===== src/rtl/sdram_port_pkg.sv =====
// Shared types and default sizing for the SDRAM Avalon-MM request bridge.
package sdram_port_pkg;

    localparam int DEFAULT_ADDR_W  = 32;
    localparam int DEFAULT_DATA_W  = 32;
    localparam int DEFAULT_TIMEOUT = 256;

    typedef enum logic [2:0] {
        ST_IDLE    = 3'd0,
        ST_RD_REQ  = 3'd1,
        ST_RD_WAIT = 3'd2,
        ST_WR_REQ  = 3'd3,
        ST_DONE    = 3'd4
    } sdram_port_state_t;

endpackage


===== src/rtl/sdram_port_timeout_counter.sv =====
// Clear/enable counter that flags the cycle in which it reaches LIMIT.
module timeout_counter #(
    parameter int LIMIT = 256,
    localparam int CNT_W = $clog2(LIMIT + 1)
) (
    input  logic clk,
    input  logic n_rst,
    input  logic clear_i,
    input  logic en_i,
    output logic tc_o
);

    logic [CNT_W-1:0] count_q;
    logic [CNT_W-1:0] count_d;

    // Saturates at LIMIT rather than wrapping.
    always_comb begin
        count_d = count_q;
        if (clear_i) begin
            count_d = '0;
        end else if (en_i && (count_q != CNT_W'(LIMIT))) begin
            count_d = count_q + CNT_W'(1);
        end
    end

    always_ff @(posedge clk) begin
        if (!n_rst) begin
            count_q <= '0;
        end else begin
            count_q <= count_d;
        end
    end

    // Asserted in the enabled cycle that brings the count up to LIMIT.
    assign tc_o = en_i && (count_q == CNT_W'(LIMIT - 1));

endmodule


===== src/rtl/sdram_port.sv =====
// Single-request bridge from the control unit to an Avalon-MM SDRAM slave,
// with a read-latency timeout guarding against a hung slave.
module sdram_port
    import sdram_port_pkg::*;
#(
    parameter int ADDR_W  = DEFAULT_ADDR_W,
    parameter int DATA_W  = DEFAULT_DATA_W,
    parameter int TIMEOUT = DEFAULT_TIMEOUT
) (
    input  logic              clk,
    input  logic              n_rst,
    input  logic              read_en,
    input  logic              write_en,
    input  logic [ADDR_W-1:0] addr,
    input  logic [DATA_W-1:0] wdata,
    output logic [DATA_W-1:0] rdata,
    output logic              data_read,
    output logic              write_done,
    output logic              busy,
    output logic              timeout_err,
    output logic              protocol_err,
    output logic [ADDR_W-1:0] avm_address,
    output logic              avm_read,
    output logic              avm_write,
    output logic [DATA_W-1:0] avm_writedata,
    input  logic [DATA_W-1:0] avm_readdata,
    input  logic              avm_readdatavalid,
    input  logic              avm_waitrequest
);

    sdram_port_state_t state_q, state_d;
    logic [ADDR_W-1:0] addr_q, addr_d;
    logic [DATA_W-1:0] wdata_q, wdata_d;
    logic [DATA_W-1:0] rdata_q, rdata_d;
    logic              op_read_q, op_read_d;
    logic              timeout_q, timeout_d;
    logic              perr_q, perr_d;
    logic              wait_tc;

    timeout_counter #(
        .LIMIT (TIMEOUT)
    ) u_rd_timeout (
        .clk     (clk),
        .n_rst   (n_rst),
        .clear_i (state_q == ST_RD_REQ),
        .en_i    (state_q == ST_RD_WAIT),
        .tc_o    (wait_tc)
    );

    always_comb begin
        state_d   = state_q;
        addr_d    = addr_q;
        wdata_d   = wdata_q;
        rdata_d   = rdata_q;
        op_read_d = op_read_q;
        timeout_d = timeout_q;
        perr_d    = 1'b0;

        case (state_q)
            ST_IDLE: begin
                if (read_en) begin
                    // A simultaneous write is dropped; the read wins.
                    addr_d    = addr;
                    op_read_d = 1'b1;
                    timeout_d = 1'b0;
                    perr_d    = write_en;
                    state_d   = ST_RD_REQ;
                end else if (write_en) begin
                    addr_d    = addr;
                    wdata_d   = wdata;
                    op_read_d = 1'b0;
                    timeout_d = 1'b0;
                    state_d   = ST_WR_REQ;
                end
            end
            ST_RD_REQ: begin
                if (!avm_waitrequest) begin
                    if (avm_readdatavalid) begin
                        rdata_d = avm_readdata;
                        state_d = ST_DONE;
                    end else begin
                        state_d = ST_RD_WAIT;
                    end
                end
            end
            ST_RD_WAIT: begin
                if (avm_readdatavalid) begin
                    rdata_d = avm_readdata;
                    state_d = ST_DONE;
                end else if (wait_tc) begin
                    rdata_d   = '0;
                    timeout_d = 1'b1;
                    state_d   = ST_DONE;
                end
            end
            ST_WR_REQ: begin
                if (!avm_waitrequest) begin
                    state_d = ST_DONE;
                end
            end
            ST_DONE: begin
                state_d = ST_IDLE;
            end
            default: begin
                state_d = ST_IDLE;
            end
        endcase

        if ((state_q != ST_IDLE) && (read_en || write_en)) begin
            perr_d = 1'b1;
        end
    end

    always_ff @(posedge clk) begin
        if (!n_rst) begin
            state_q   <= ST_IDLE;
            addr_q    <= '0;
            wdata_q   <= '0;
            rdata_q   <= '0;
            op_read_q <= 1'b0;
            timeout_q <= 1'b0;
            perr_q    <= 1'b0;
        end else begin
            state_q   <= state_d;
            addr_q    <= addr_d;
            wdata_q   <= wdata_d;
            rdata_q   <= rdata_d;
            op_read_q <= op_read_d;
            timeout_q <= timeout_d;
            perr_q    <= perr_d;
        end
    end

    // Completion pulses last exactly the single DONE cycle.
    assign data_read     = (state_q == ST_DONE) && op_read_q;
    assign write_done    = (state_q == ST_DONE) && !op_read_q;
    assign timeout_err   = (state_q == ST_DONE) && timeout_q;
    assign protocol_err  = perr_q;
    assign busy          = (state_q != ST_IDLE);
    assign rdata         = rdata_q;
    assign avm_read      = (state_q == ST_RD_REQ);
    assign avm_write     = (state_q == ST_WR_REQ);
    assign avm_address   = addr_q;
    assign avm_writedata = wdata_q;

endmodule

===== config.mk =====
export PLATFORM = sky130hd
export DESIGN_NAME = sdram_port
export DESIGN_NICKNAME = d
export VERILOG_FILES = /design/src/rtl/sdram_port_pkg.sv /design/src/rtl/sdram_port_timeout_counter.sv /design/src/rtl/sdram_port.sv
export SDC_FILE = /design/constraint.sdc
export NUM_CORES = 1
export LEC_CHECK = 0
export ABC_CLOCK_PERIOD_IN_PS = 1800
export CAP_MARGIN = 0
export CORE_MARGIN = 3
export CORE_UTILIZATION = 39
export CTS_BUF_LIST = sky130_fd_sc_hd__clkbuf_2 sky130_fd_sc_hd__clkbuf_4 sky130_fd_sc_hd__clkbuf_8
export DETAILED_ROUTE_END_ITERATION = 12
export GPL_TIMING_DRIVEN = 0
export PLACE_DENSITY = 0.79
export SLEW_MARGIN = 20
export SYNTH_ARGS = -nofsm -noshare
export SYNTH_HDL_FRONTEND = slang
export SYNTH_SLANG_ARGS = --single-unit

===== constraint.sdc =====
create_clock -name clk -period 1.8 [get_ports clk]
set_clock_uncertainty 0.05 [all_clocks]
set_input_delay 0.36 -clock clk [delete_from_list [all_inputs] [get_ports clk]]
set_output_delay 0.36 -clock clk [all_outputs]
set_load 0.005 [all_outputs]

==> reports/qor.txt <==
Top cells by count, synth: 198 x nand2_1, 111 x dfxtp_1, 48 x a21boi_0
H-Tree Level Count: 3
Remaining global-route overflow: 0
Setup ws final: -89.03 ps
RSZ-0062 raised after global routing: yes
CTS tree: yes
Class of the most critical setup path: flop to flop
Hold buffer count at cts: 0
Synth Register Bits: 111
Layout Nets: 853
Largest family of logic cells by synthesized area: simple AND/OR/NAND/NOR gates
Max_slew headroom: 54.94%
Crit end category: flop
Max-Cap Viols: 0
Drt first pass iters: 4
Synth async-reset ratio: 0%
IO buf count: 204
Multiplexer share of the synthesized area: 7.445%
Fillcell total: 917
Wire per inst: 14.95 um
Top post-synthesis cells by area: dfxtp_1 50%, nand2_1 17%, a21boi_0 8.1%
Crit path buf inv count: 2
Synth top area share: 50.08%
Via count: 4314
Clk slew on worst S/H paths: 100 ps
Clock Root Buffer: clkbuf_8
Top FF cell, synth: dfxtp_1
Fin cells: 891
Initial antenna violation count: 0
Design Area, Final: 7139 sq um
Final HPWL DP: 10150 um
Routed Wire Length: 13320 um
All-Layer GR Usage: 20.52%
Worst Tran Pin Value: 671.4 ps
Final period utilization: 104.9%
Critical Path Max Stage Delay: 340 ps
Hold WS: 406.2 ps
Compound-gate portion of the synthesized area: 13.51%
Vias per cell: 4.842
DRT antenna net count: 0
Clock buffer depth: 2
Final Hold Viols: 0
DP Worst Slack: -664.1 ps
Std-Cell Rows: 38
Layout cell share with drive strength beyond 1: 11.05%
Io pins: 205
Failing checks: negative setup slack
LEAKAGE: 0.002653 uW
First-pass GRT wire length: 21310 um
Min Tclk post-route: 1889 ps
Die Width: 112.7 um
Die ar.: 12690 sq um
Area leader, netlist: dfxtp_1
Crit-path cells: and4_4 > and4_4 > ha_4 > o211ai_1 > a21oi_4 > buf_6 > buf_8 > mux2i_2
Total CTS buffers: 9
Net Count, Synth: 622
Avg Cell Area, Syn: 8.582 sq um
VDD IR max: 0.0004643 V
DRT iter0 DRCs: 172
Yosys warns: 0
Die height: 112.7 um
Synth unique cells: 40
Slowest stage cell, crit path: dfxtp_2
Starting Density: 40.40%
Dpl cells: 861
Simple-gate share of the synthesized area: 22.45%
CTS Sinks: 111
Placer congestion estimate: 0.8648
Core ar.: 10980 sq um
Diode count: 0
Fmax: 529.4 MHz
Gate count after technology mapping: 517
Hold Path Class: flop to flop
XOR/XNOR Fraction of Synth Area: 1.184%
Clock Latency Late Sink: 350 ps
Crit start category: flop
Crit path DAT: 2130 ps
Post-DP Area: 6654 sq um
Top-count cell post-synth: nand2_1
Sequential cell area fraction in the yosys report: 50.08%
Syn Std Cell Area: 4437 sq um
Synth-to-Final Area Change: 60.91%
Worst EP required: 2040 ps
Run status: complete, but fails checks
Largest net degree at the start of global routing: 17
Adder-cell area share of the yosys netlist: 1.072%
DRC: 0
Endpoints failing setup: 32
Most common cell on crit path: and4_4
Worst-path maximum fanout: 5
CP delay by family, top: simple AND/OR/NAND/NOR gates
Number of synthesized flops with an enable pin: 0
Power per cell area: 785.5 nW/um^2
Vias in the first global route: 4317
Fin. max-slew vios: 0
[tightest hold or removal path: cells and delay by family, from the launching register on]
family	cells	cell delay [ps]
flip-flops	1	320
AND/OR/NAND/NOR	1	50
AO/OA/AOI/OAI	1	50
[area by class of cell]
class	instances	area, sq um	area share [%]
Buffer	31	201.4	2.822
Clock buffer	10	131.4	1.840
Clock inverter	4	48.80	0.6835
Inverter	7	26.28	0.3680
Multi-Input combinational cell	366	2111	29.57
Sequential cell	111	2243	31.42
Tap cell	140	175.2	2.454
Timing Repair Buffer	222	2202	30.84
[metal layers]
layer / vias up / track usage (%) / wire [um]
met3: 17 / 4.151 / 739
li1: 2146 / - / -
met2: 128 / 37.05 / 6772
met1: 2023 / 24.13 / 5514
met4: 0 / 6.891 / 294
met5: - / 0 / 0
[report_power, final]
group	switching [uW]	internal [uW]
logic	592	811
registers	114	2640
clock network	806	644
[path summary, 6_finish.rpt]
path	from	end	slack, ps	depth (start not counted)
worst max-delay path	u_rd_timeout.count_q[4]$_SDFFE_PP0P_	rdata[18]$_SDFFE_PN0P_	-90	8
worst min-delay path	avm_writedata[9]$_SDFFE_PN0P_	avm_writedata[9]$_SDFFE_PN0P_	410	2
worst max register to register	u_rd_timeout.count_q[4]$_SDFFE_PP0P_	rdata[18]$_SDFFE_PN0P_	-90	8
worst min register to register	avm_writedata[9]$_SDFFE_PN0P_	avm_writedata[9]$_SDFFE_PN0P_	410	2
[repair_timing]
item                       in CTS  in global routing
resized for setup              49                 22
buffers inserted               12                  4
cloned                          1                  1
setup endpoints to repair      97                 70
pin swaps                       2                  5
[kinds of logic (layout without fill, tap and decap cells)]
family,Yosys count,after routing
AO/OA/AOI/OAI,81,81
adder cells (fa/ha/maj),4,4
XOR/XNOR,6,6
buffers and inverters,40,274
multiplexers,33,33
AND/OR/NAND/NOR,242,242
flip-flops,111,111
[flip-flops by register name, summed over array words and instances (netlist names)]
register and flops:
protocol_err 1, state_q 3, u_rd_timeout.count_q 9, timeout_q 1, avm_address 32, op_read_q 1
avm_writedata 32, rdata 32
[cells in the final DEF, fill, tap and decap left out, types with 9 or more instances in the layout]
cell	synthesis	final
nor2_1	18	15
buf_2	13	13
nand2_1	198	198
clkbuf_8	0	9
clkbuf_1	17	13
a21boi_1	19	20
clkdlybuf4s50_1	0	197
mux2i_1	33	31
buf_4	0	14
a21boi_0	48	47
dfxtp_1	111	102
[through the flow]
stage                     TNS [ps]  power (uW)  util (%)
after floorplan                  0        3335         -
after global placement      -43010        4048     60.58
after detailed placement    -47390        4090     60.58
after CTS                    -2616        5601     64.16
after global routing         -4752        5906     65.00
final                        -1815        5608     65.00
Power figures use the tool's default switching activity.
